File: src/rtl/seq_unlock_pkg.sv
// seq_unlock_pkg: state encoding and legality check shared by the unlock controller
package seq_unlock_pkg;
   localparam int STATE_W = 3;
   typedef enum logic [STATE_W-1:0] {
      IDLE     = 3'd0,
      ENTRY    = 3'd1,
      UNLOCKED = 3'd2,
      LOCKOUT  = 3'd3,
      FAULT    = 3'd4
   } state_t;
   function automatic logic is_legal(input logic [STATE_W-1:0] s);
      return s <= 3'd4;
   endfunction
endpackage

File: src/rtl/seq_unlock_if.sv
// seq_unlock_if: user-digit input, relock request and status outputs of the unlock controller
interface seq_unlock_if #(
   parameter int IN_W = 3,
   parameter int SEQ_LEN = 4,
   parameter int MAX_FAILS = 3
);
   logic [SEQ_LEN*IN_W-1:0] code_in;
   logic in_valid;
   logic [IN_W-1:0] user_input;
   logic relock;
   logic [2:0] out;
   logic unlocked;
   logic lockout;
   logic [$clog2(MAX_FAILS+1)-1:0] fail_cnt;
   logic err_illegal;
   modport master (
      output code_in, in_valid, user_input, relock,
      input out, unlocked, lockout, fail_cnt, err_illegal
   );
   modport slave (
      input code_in, in_valid, user_input, relock,
      output out, unlocked, lockout, fail_cnt, err_illegal
   );
endinterface

File: src/rtl/seq_unlock_timer.sv
// seq_unlock_timer: loadable down-counter shared by the entry timeout and the lockout period
module seq_unlock_timer #(
   parameter int W = 6
) (
   input logic clk,
   input logic rst_n,
   input logic load,
   input logic [W-1:0] load_val,
   input logic en,
   output logic zero
);
   logic [W-1:0] cnt;
   always_ff @(posedge clk or negedge rst_n)
      if (!rst_n) cnt <= '0;
      else if (load) cnt <= load_val;
      else if (en && cnt != '0) cnt <= cnt - 1'b1;
   assign zero = cnt == '0;
endmodule

File: src/rtl/seq_unlock_fsm.sv
// seq_unlock_fsm: digit-sequence unlock controller with failure counting and timed lockout
module seq_unlock_fsm
   import seq_unlock_pkg::*;
#(
   parameter int IN_W = 3,
   parameter int SEQ_LEN = 4,
   parameter int MAX_FAILS = 3,
   parameter int TIMEOUT = 16,
   parameter int LOCKOUT_CYCLES = 64
) (
   input logic clk,
   input logic rst_n,
   seq_unlock_if.slave bus
);
   localparam int FW = $clog2(MAX_FAILS + 1);
   localparam int XW = SEQ_LEN > 1 ? $clog2(SEQ_LEN) : 1;
   localparam int TW = $clog2(TIMEOUT > LOCKOUT_CYCLES ? TIMEOUT : LOCKOUT_CYCLES);
   state_t state, nxt;
   logic [FW-1:0] fail_cnt, fail_n;
   logic [XW-1:0] idx, idx_n;
   logic [TW-1:0] load_val;
   logic load, tmr_en, tmr_zero, match, last, fail_lock;
   assign match = bus.in_valid && bus.user_input == bus.code_in[int'(idx)*IN_W +: IN_W];
   assign last = int'(idx) == SEQ_LEN - 1;
   assign fail_lock = int'(fail_cnt) + 1 == MAX_FAILS;
   assign tmr_en = state == ENTRY || state == LOCKOUT;
   assign bus.fail_cnt = fail_cnt;
   seq_unlock_timer #(.W(TW)) timer (
      .clk(clk),
      .rst_n(rst_n),
      .load(load),
      .load_val(load_val),
      .en(tmr_en),
      .zero(tmr_zero)
   );
   always_comb begin
      nxt = state;
      fail_n = fail_cnt;
      idx_n = idx;
      load = 1'b0;
      load_val = TW'(TIMEOUT - 1);
      case (state)
         IDLE, ENTRY: begin
            if (bus.relock) begin
               nxt = IDLE;
               idx_n = '0;
            end else if (match && last) begin
               nxt = UNLOCKED;
               fail_n = '0;
               idx_n = '0;
            end else if (match) begin
               nxt = ENTRY;
               idx_n = idx + 1'b1;
               load = 1'b1;
            end else if (bus.in_valid || (state == ENTRY && tmr_zero)) begin
               // wrong digit or idle timeout: count it, or lock out on the final allowed failure
               nxt = fail_lock ? LOCKOUT : IDLE;
               fail_n = fail_lock ? '0 : fail_cnt + 1'b1;
               idx_n = '0;
               load = fail_lock;
               load_val = TW'(LOCKOUT_CYCLES - 1);
            end
         end
         UNLOCKED: nxt = bus.relock ? IDLE : UNLOCKED;
         LOCKOUT: nxt = tmr_zero ? IDLE : LOCKOUT;
         FAULT: begin
            nxt = IDLE;
            fail_n = bus.relock ? fail_cnt : '0;
            idx_n = '0;
         end
         default: nxt = FAULT;
      endcase
   end
   always_ff @(posedge clk or negedge rst_n)
      if (!rst_n) begin
         state <= IDLE;
         fail_cnt <= '0;
         idx <= '0;
         bus.out <= '0;
         bus.unlocked <= 1'b0;
         bus.lockout <= 1'b0;
         bus.err_illegal <= 1'b0;
      end else begin
         state <= nxt;
         fail_cnt <= fail_n;
         idx <= idx_n;
         bus.out <= nxt;
         bus.unlocked <= nxt == UNLOCKED;
         bus.lockout <= nxt == LOCKOUT;
         bus.err_illegal <= bus.err_illegal | !is_legal(state);
      end
endmodule

File: src/flat_wrapper.sv
// flat-port wrapper written by rule: the top's interface ports become plain ports
module seq_unlock_fsm_flat import seq_unlock_pkg::*;
#(
   parameter int IN_W = 3,
   parameter int SEQ_LEN = 4,
   parameter int MAX_FAILS = 3,
   parameter int TIMEOUT = 16,
   parameter int LOCKOUT_CYCLES = 64
)
  (clk, rst_n, bus_code_in, bus_in_valid, bus_user_input, bus_relock, bus_out, bus_unlocked, bus_lockout, bus_fail_cnt, bus_err_illegal);
  seq_unlock_if #(.IN_W(IN_W), .SEQ_LEN(SEQ_LEN), .MAX_FAILS(MAX_FAILS)) bus_i ();
  input logic clk;
  input logic rst_n;
  input wire logic [$bits(bus_i.code_in)-1:0] bus_code_in;
  input wire logic [$bits(bus_i.in_valid)-1:0] bus_in_valid;
  input wire logic [$bits(bus_i.user_input)-1:0] bus_user_input;
  input wire logic [$bits(bus_i.relock)-1:0] bus_relock;
  output wire logic [$bits(bus_i.out)-1:0] bus_out;
  output wire logic [$bits(bus_i.unlocked)-1:0] bus_unlocked;
  output wire logic [$bits(bus_i.lockout)-1:0] bus_lockout;
  output wire logic [$bits(bus_i.fail_cnt)-1:0] bus_fail_cnt;
  output wire logic [$bits(bus_i.err_illegal)-1:0] bus_err_illegal;
  assign bus_i.code_in = bus_code_in;
  assign bus_i.in_valid = bus_in_valid;
  assign bus_i.user_input = bus_user_input;
  assign bus_i.relock = bus_relock;
  assign bus_out = bus_i.out;
  assign bus_unlocked = bus_i.unlocked;
  assign bus_lockout = bus_i.lockout;
  assign bus_fail_cnt = bus_i.fail_cnt;
  assign bus_err_illegal = bus_i.err_illegal;
  seq_unlock_fsm #(.IN_W(IN_W), .SEQ_LEN(SEQ_LEN), .MAX_FAILS(MAX_FAILS), .TIMEOUT(TIMEOUT), .LOCKOUT_CYCLES(LOCKOUT_CYCLES)) u_core (.clk(clk), .rst_n(rst_n), .bus(bus_i));
endmodule
File: config.mk
export PLATFORM = sky130hd
export DESIGN_NAME = seq_unlock_fsm_flat
export DESIGN_NICKNAME = d
export VERILOG_FILES = /design/src/rtl/seq_unlock_pkg.sv /design/src/rtl/seq_unlock_if.sv /design/src/rtl/seq_unlock_timer.sv /design/src/rtl/seq_unlock_fsm.sv /design/src/flat_wrapper.sv
export SDC_FILE = /design/constraint.sdc
export NUM_CORES = 1
export LEC_CHECK = 0
export ABC_CLOCK_PERIOD_IN_PS = 3900
export CAP_MARGIN = 10
export CORE_MARGIN = 5
export CORE_UTILIZATION = 35
export DETAILED_ROUTE_END_ITERATION = 16
export HOLD_SLACK_MARGIN = 0.15
export PLACE_DENSITY = 0.7
export SYNTH_ARGS = -nofsm -noshare
export SYNTH_HDL_FRONTEND = slang
export SYNTH_HIERARCHICAL = 1
export SYNTH_SLANG_ARGS = --single-unit
File: constraint.sdc
create_clock -name clk -period 3.9 [get_ports clk]
set_input_delay 1.17 -clock clk [delete_from_list [all_inputs] [get_ports clk]]
set_output_delay 1.17 -clock clk [all_outputs]
set_load 0.1 [all_outputs]
# Yosys cells after proc, flatten, opt, wreduce, memory -nomap -nowiden

Cells that the tools add are included.

Add/sub/neg operators: 4
Multiply operators: 1
Magnitude comparators: 1
Eq/ne operators: 14
Shifts and indexed selects: 1
Multiplexer cells: 32
Bitwise operators: 1
Reduce and logical (&&, ||, !) cells: 15

Operators by type and width:

| operator                                         | number |
|---|---|
| 2-to-1 mux 6 bit                                 | 7 |
| == test 32 x 3 -> 1 bit, second input constant   | 1 |
| variable part select 12 x 32 -> 3 bit            | 1 |
| 2-to-1 mux 2 bit                                 | 13 |
| == test 3 x 2 -> 1 bit, second input constant    | 4 |
| 2-to-1 mux 3 bit                                 | 4 |
| one-hot mux 3 bit (4 select lines)               | 1 |
| one-hot mux 2 bit (2 select lines)               | 2 |
| logical NOT 6 bit                                | 1 |
| nonzero test 6 bit                               | 1 |
| subtractor 6 x 1 -> 6 bit, second input constant | 1 |
| 2-to-1 mux 1 bit                                 | 5 |
| != test 5 x 2 -> 1 bit, second input constant    | 1 |
| AND reduction 5 bit                              | 1 |
| adder 2 x 1 -> 2 bit, second input constant      | 2 |
| logical AND 1 bit                                | 4 |
| multiplier 2 x 2 -> 4 bit, second input constant | 1 |
| != test 2 bit, second input constant             | 2 |
| nonzero test 2 bit                               | 2 |
| adder 2 x 1 -> 3 bit, second input constant      | 1 |
| == test 3 x 1 -> 1 bit, second input constant    | 1 |
| == test 3 bit                                    | 1 |
| == test 3 bit, second input constant             | 1 |
| <= comparator 3 bit, second input constant       | 1 |
| other kinds (9)                                  | 10 |

Flip-flop bits (word level): 16
Bits of input ports: 19
Output and inout bits: 8
Logic and storage cells: 76

# Depth between registers and ports, before layout

Depth after elaboration: 9
Depth in mapped cells: 13
Mapped depth without buffers: 12

# By module

The synthesis kept the hierarchy.

By module, submodules not included:

| module           | times used | cells each | area an instance (um^2) | seq. area each (um^2) |
|---|---|---|---|---|
| seq_unlock_fsm   | 1          | 66         | 683.2                   | 250.2 |
| seq_unlock_timer | 1          | 44         | 395.4                   | 150.1 |

# Worst setup path after synthesis

Ideal clock, no wire load.

Path type: in2reg
From: input bus_code_in[11]
To: register u_core.timer.cnt[3]
Library setup time: 0.087 ns
Data arrival time: 3.087 ns
Data required time: 3.813 ns
Setup slack: 0.727 ns
Stages: 8
Buffers on the path: 1
Cells stage by stage: mux4_2 -> xnor2_2 -> o211ai_4 -> nand4_1 -> o31ai_1 -> buf_1 -> or4_1 -> o211ai_1

Cells in the longest elaborated chain, start to end: 8
Elaborated cells between the ends (all ways): 14
Classes of those cells: eq/ne: 1; shift: 1; mux: 9; reduce/logical: 3

Ends and longest elaborated chain:

| element                                                       | RTL line                                   | text |
|---|---|---|
| from (decl)                                                   | flat_wrapper.sv:14                         | `input wire logic [$bits(bus_i.code_in)-1:0] bus_code_in;` |
| variable part select 12 x 32 -> 3 bit *                       | seq_unlock_fsm.sv:23                       | `assign match = bus.in_valid && bus.user_input == bus.code_in[int'(idx)*IN_W +: IN_W];` |
| == test 3 bit *                                               | seq_unlock_fsm.sv:23                       |  |
| logical AND 1 bit *                                           | seq_unlock_fsm.sv:23                       |  |
| 2-to-1 mux 1 bit / logical AND 1 bit (equally long branches)  | seq_unlock_fsm.sv:51, seq_unlock_fsm.sv:47 |  |
| 2-to-1 mux 1 bit *                                            | seq_unlock_fsm.sv:47                       | `end else if (match && last) begin` |
| 2-to-1 mux 1 bit *                                            | seq_unlock_fsm.sv:44                       | `if (bus.relock) begin` |
| 2-to-1 mux 1 bit *                                            | seq_unlock_fsm.sv:42                       | `case (state)` |
| net u_core.load                                               | seq_unlock_fsm.sv:22                       | `logic load, tmr_en, tmr_zero, match, last, fail_lock;` |
| 2-to-1 mux 6 bit / nonzero test 2 bit (equally long branches) | n/a                                        |  |
| to (signal assigned)                                          | seq_unlock_timer.sv:15                     | `else if (load) cnt <= load_val;` |
| to (signal assigned)                                          | seq_unlock_timer.sv:16                     | `else if (en && cnt != '0) cnt <= cnt - 1'b1;` |
| to (decl)                                                     | seq_unlock_timer.sv:12                     | `logic [W-1:0] cnt;` |

The timed path passes the listed nets; every way through them passes the cells marked *.
A chain may end at the register's enable or synchronous reset.

# Worst setup path after layout

From: input bus_code_in[8]
To: register u_core.timer.cnt[0]

Same word-level chain as after synthesis.

==> flow_summary_export.csv <==
group,metric,value,unit
outcome,run_status,"complete, no violations",
critical_path,cp_top_family,"simple AND/OR/NAND/NOR gates",
sta,worst_max_slew_pin_slew,0.9721,ns
synth,ys_async_sr_fraction,1.000,
critical_path,cp.arrival,3.50,ns
clocking,tritoncts,"done",
power,worst_ir_drop_vdd,0.2792,mV
critical_path,slowest_cell_delay_on_critical_path,0.52,ns
synth,synth.top_cells.by_count,"sky130_fd_sc_hd__dfrtp_1, sky130_fd_sc_hd__nand2_1, sky130_fd_sc_hd__inv_1, sky130_fd_sc_hd__nor2_1, sky130_fd_sc_hd__mux2i_1",
synth,synthXorXnorAreaFrac,0.04756,
min_path,hold_path_origin,"u_core/bus.err_illegal$_DFF_PN0_",
power,power_per_unit_of_standard_cell_area,510.2,nW/um^2
global_routing,grt_start_max_net_pins,17,
global_routing,grt_antenna_before_repair,0,
clocking,cts.path.max_buffers,2,
final_layout,synthToLayoutAreaGrowth,29.12,%
final_layout,multi_input_comb_area,643.1,sq um
synth,avgSynthCellArea,9.805,sq um
synth,syn-instance-count,110,
sta,tns,0,ns
clocking,htreeDepth,1,
critical_path,worst-path-max-fanout,8,
placed_design,dp_hpwl,1916,um
placed_design,gp_congestion,0.7630,
synth,synth.cell_area,1079,sq um
global_routing,globalRoute.totalOverflow,0,
final_layout,post-route-util,0.4638,
global_routing,gr-usage-all-layers,0.1246,
synth,synth_top_area_cell,"sky130_fd_sc_hd__dfrtp_1",
sta,timing.slew.headroom,0.3499,
sta,rsz0062_at_grt,"no",
floorplanning,die_area,4292,sq um
clocking,clk_latency,0.29,ns
critical_path,timing.critical_path.slowest_stage_cell,"sky130_fd_sc_hd__or4_1",
synth,synthDistinctLibCells,50,
synth,synth_top_family_by_area,"simple AND/OR/NAND/NOR gates",
synth,yosys_register_bits,16,
synth,post-synth-top-count-cell,"sky130_fd_sc_hd__dfrtp_1",
sta,min_period,3.271,ns
critical_path,path_cells,"clkdlybuf4s50_1 > mux4_2 > xnor2_2 > o211ai_4 > nand4_1 > o31ai_1 > buf_4 > or4_1 > nand3_1",
drt,detail_route.drc_violations,0,
critical_path,cp_num_buf_inv,2,
drt,drt_pass1_iterations,4,
final_layout,area.sequential,400.4,sq um
critical_path,required,4.13,ns
floorplanning,placeableCoreArea,3003,sq um
critical_path,worstSetupStartpointType,"primary input",
power,power.static_leakage,0.5983,nW
clocking,cts.sink_count,16,
clocking,path_clk_slew,0.10,ns
sta,final.period_utilization,0.8387,
synth,seq_area_frac_synth,0.3712,
global_routing,vias_in_the_first_global_route,1013,
final_layout,layout-drive-gt1-share,0.1357,
drt,drt_first_iter_violations,48,
floorplanning,rows,20,
critical_path,reg2reg_from,"u_core/timer/cnt[2]$_DFFE_PN0P_",
synth,synth-edff-count,0,
clocking,inserted_clock_buffers,3,
sta,fmax,0.3057,GHz
sta,clock-skew-final,0.005931,ns
synth,arithmetic_cell_share_of_the_synthesized_area_counting_full_adders_half_adders_and_majority_gates,0.03480,
floorplanning,floorplan.die.height,65.51,um
drt,post_route_ant_nets,0,
floorplanning,top_level_ports,27,
drt,dr_total_vias,973,
global_routing,grt_pass1_wl,4236,um
critical_path,critPathCaptureType,"register",
critical_path,crit_start,"bus_code_in[8]",
clocking,cts_setup_buffers,0,
final_layout,num_antenna_cells,0,
sta,report.final.hold_viol_count,0,
sta,setup_viol_count_final,0,
drt,routedWlPerCell,14.38,um
sta,slew_violations,0,
drt,finalWirelength,2487,um
synth,yosys-top-cells-area,"sky130_fd_sc_hd__dfrtp_1, sky130_fd_sc_hd__nand2_1, sky130_fd_sc_hd__mux2i_1",
floorplanning,start_util,0.3592,
drt,avgViaCountPerCell,5.624,
clocking,clk_root_buffer_cell,"sky130_fd_sc_hd__clkbuf_4",
placed_design,placement.io_buffers,26,
clocking,ctsResizeCount,0,
synth,synth_warnings,6,
synth,post_synth_simple_gate_area,0.2239,
critical_path,timing_worst_setup_path_type,"primary input to register",
final_layout,nNetsFinal,164,
min_path,worst_hold_path_type,"register to register",
synth,area_fraction_in_compound_gates_after_synthesis,0.2181,
final_layout,fillCellCount,302,
synth,ys_dominant_reg_cell,"sky130_fd_sc_hd__dfrtp_1",
floorplanning,die_x,65.51,um
flow_run,max-cap-violations,0,
synth,muxShareOfSynthArea,0.05800,
clocking,holdBufCountCts,0,
synth,synth_top_cell_area_share,0.3712,
## per-stage QoR
step / hold slack (ns) / setup slack (ns) / power [W] / instance area [sq um] / instances
after CTS: 0.4894 / 0.6186 / 0.0007180 / 1393 / 173
after floorplan: 0.5219 / 0.7266 / 0.0005274 / 1090 / 113
after global placement: 0.4564 / 0.3964 / 0.0006125 / 1370 / 170
after global routing: 0.5037 / 0.4562 / 0.0007584 / 1393 / 173
final: 0.4839 / 0.6289 / 0.0007104 / 1393 / 173
after detailed placement: 0.4621 / 0.3318 / 0.0006251 / 1370 / 170
## area by class of cell
type,instances,share of cell area
multi-input combinational,87,0.4618
sequential,16,0.2875
timing repair buffer,28,0.1887
tap,33,0.02965
clock buffer,3,0.01617
inverter,6,0.01617
## placed cells by master (no fill, tap or decap), drive strengths merged, types with 2 or more instances in the layout
cell type,n
xor2,2
o31ai,3
a21oi,2
nor2b,2
o2111ai,2
clkbuf,3
nor2,6
mux2i,4
dfrtp,16
ha,3
or4,3
o21ai,4
nand2,11
a31oi,2
xnor2,3
inv,6
or3,2
conb,4
nand2b,3
o211ai,3
buf,7
or3b,3
o32ai,2
clkdlybuf4s50,21
nor3,3
o21a,2
## power by group
part            total, W  internal (W)  switching (W)
Clock          0.0000895     0.0000359      0.0000536
Sequential      0.000263      0.000214      0.0000489
Combinational   0.000358      0.000120       0.000238
Total           0.000710      0.000370       0.000341
## kinds of logic (layout without fill, tap and decap cells)
| group | Yosys count | after routing |
|---|---|---|
| other | 1 | 4 |
| AO/OA/AOI/OAI | 28 | 28 |
| multiplexers | 5 | 5 |
| XOR/XNOR | 5 | 5 |
| adder cells (fa/ha/maj) | 3 | 3 |
| buffers and inverters | 10 | 37 |
| flip-flops | 16 | 16 |
| AND/OR/NAND/NOR | 42 | 42 |
## path summary, 6_finish.rpt
kind,slack [ns],to,cells past startpoint
setup / recovery,0.63,u_core/timer/cnt[0]$_DFFE_PN0P_,9
hold / removal,0.48,u_core/bus.err_illegal$_DFF_PN0_,1
setup reg to reg,1.21,u_core/timer/cnt[0]$_DFFE_PN0P_,11
hold reg to reg,0.48,u_core/bus.err_illegal$_DFF_PN0_,1
max in group asynchronous,2.11,u_core/bus.lockout$_DFF_PN0_,1
min in group asynchronous,1.32,u_core/idx[1]$_DFFE_PN0P_,1
## sequential cells by signal (all words and copies together) (netlist names)
register,count
u_core/state,3
u_core/bus.fail_cnt,2
u_core/timer/cnt,6
u_core/idx,2
u_core/bus.lockout,1
u_core/bus.unlocked,1
u_core/bus.err_illegal,1
## layer usage
metal	share of wire	global-route usage	vias to the layer above
li1	-	-	466
met1	0.42	0.1369	474
met2	0.51	0.2364	33
met3	0.065	0.04103	0
met4	0	0.01554	0
met5	0	0	-
No activity file was read; power rests on OpenSTA's default activity.
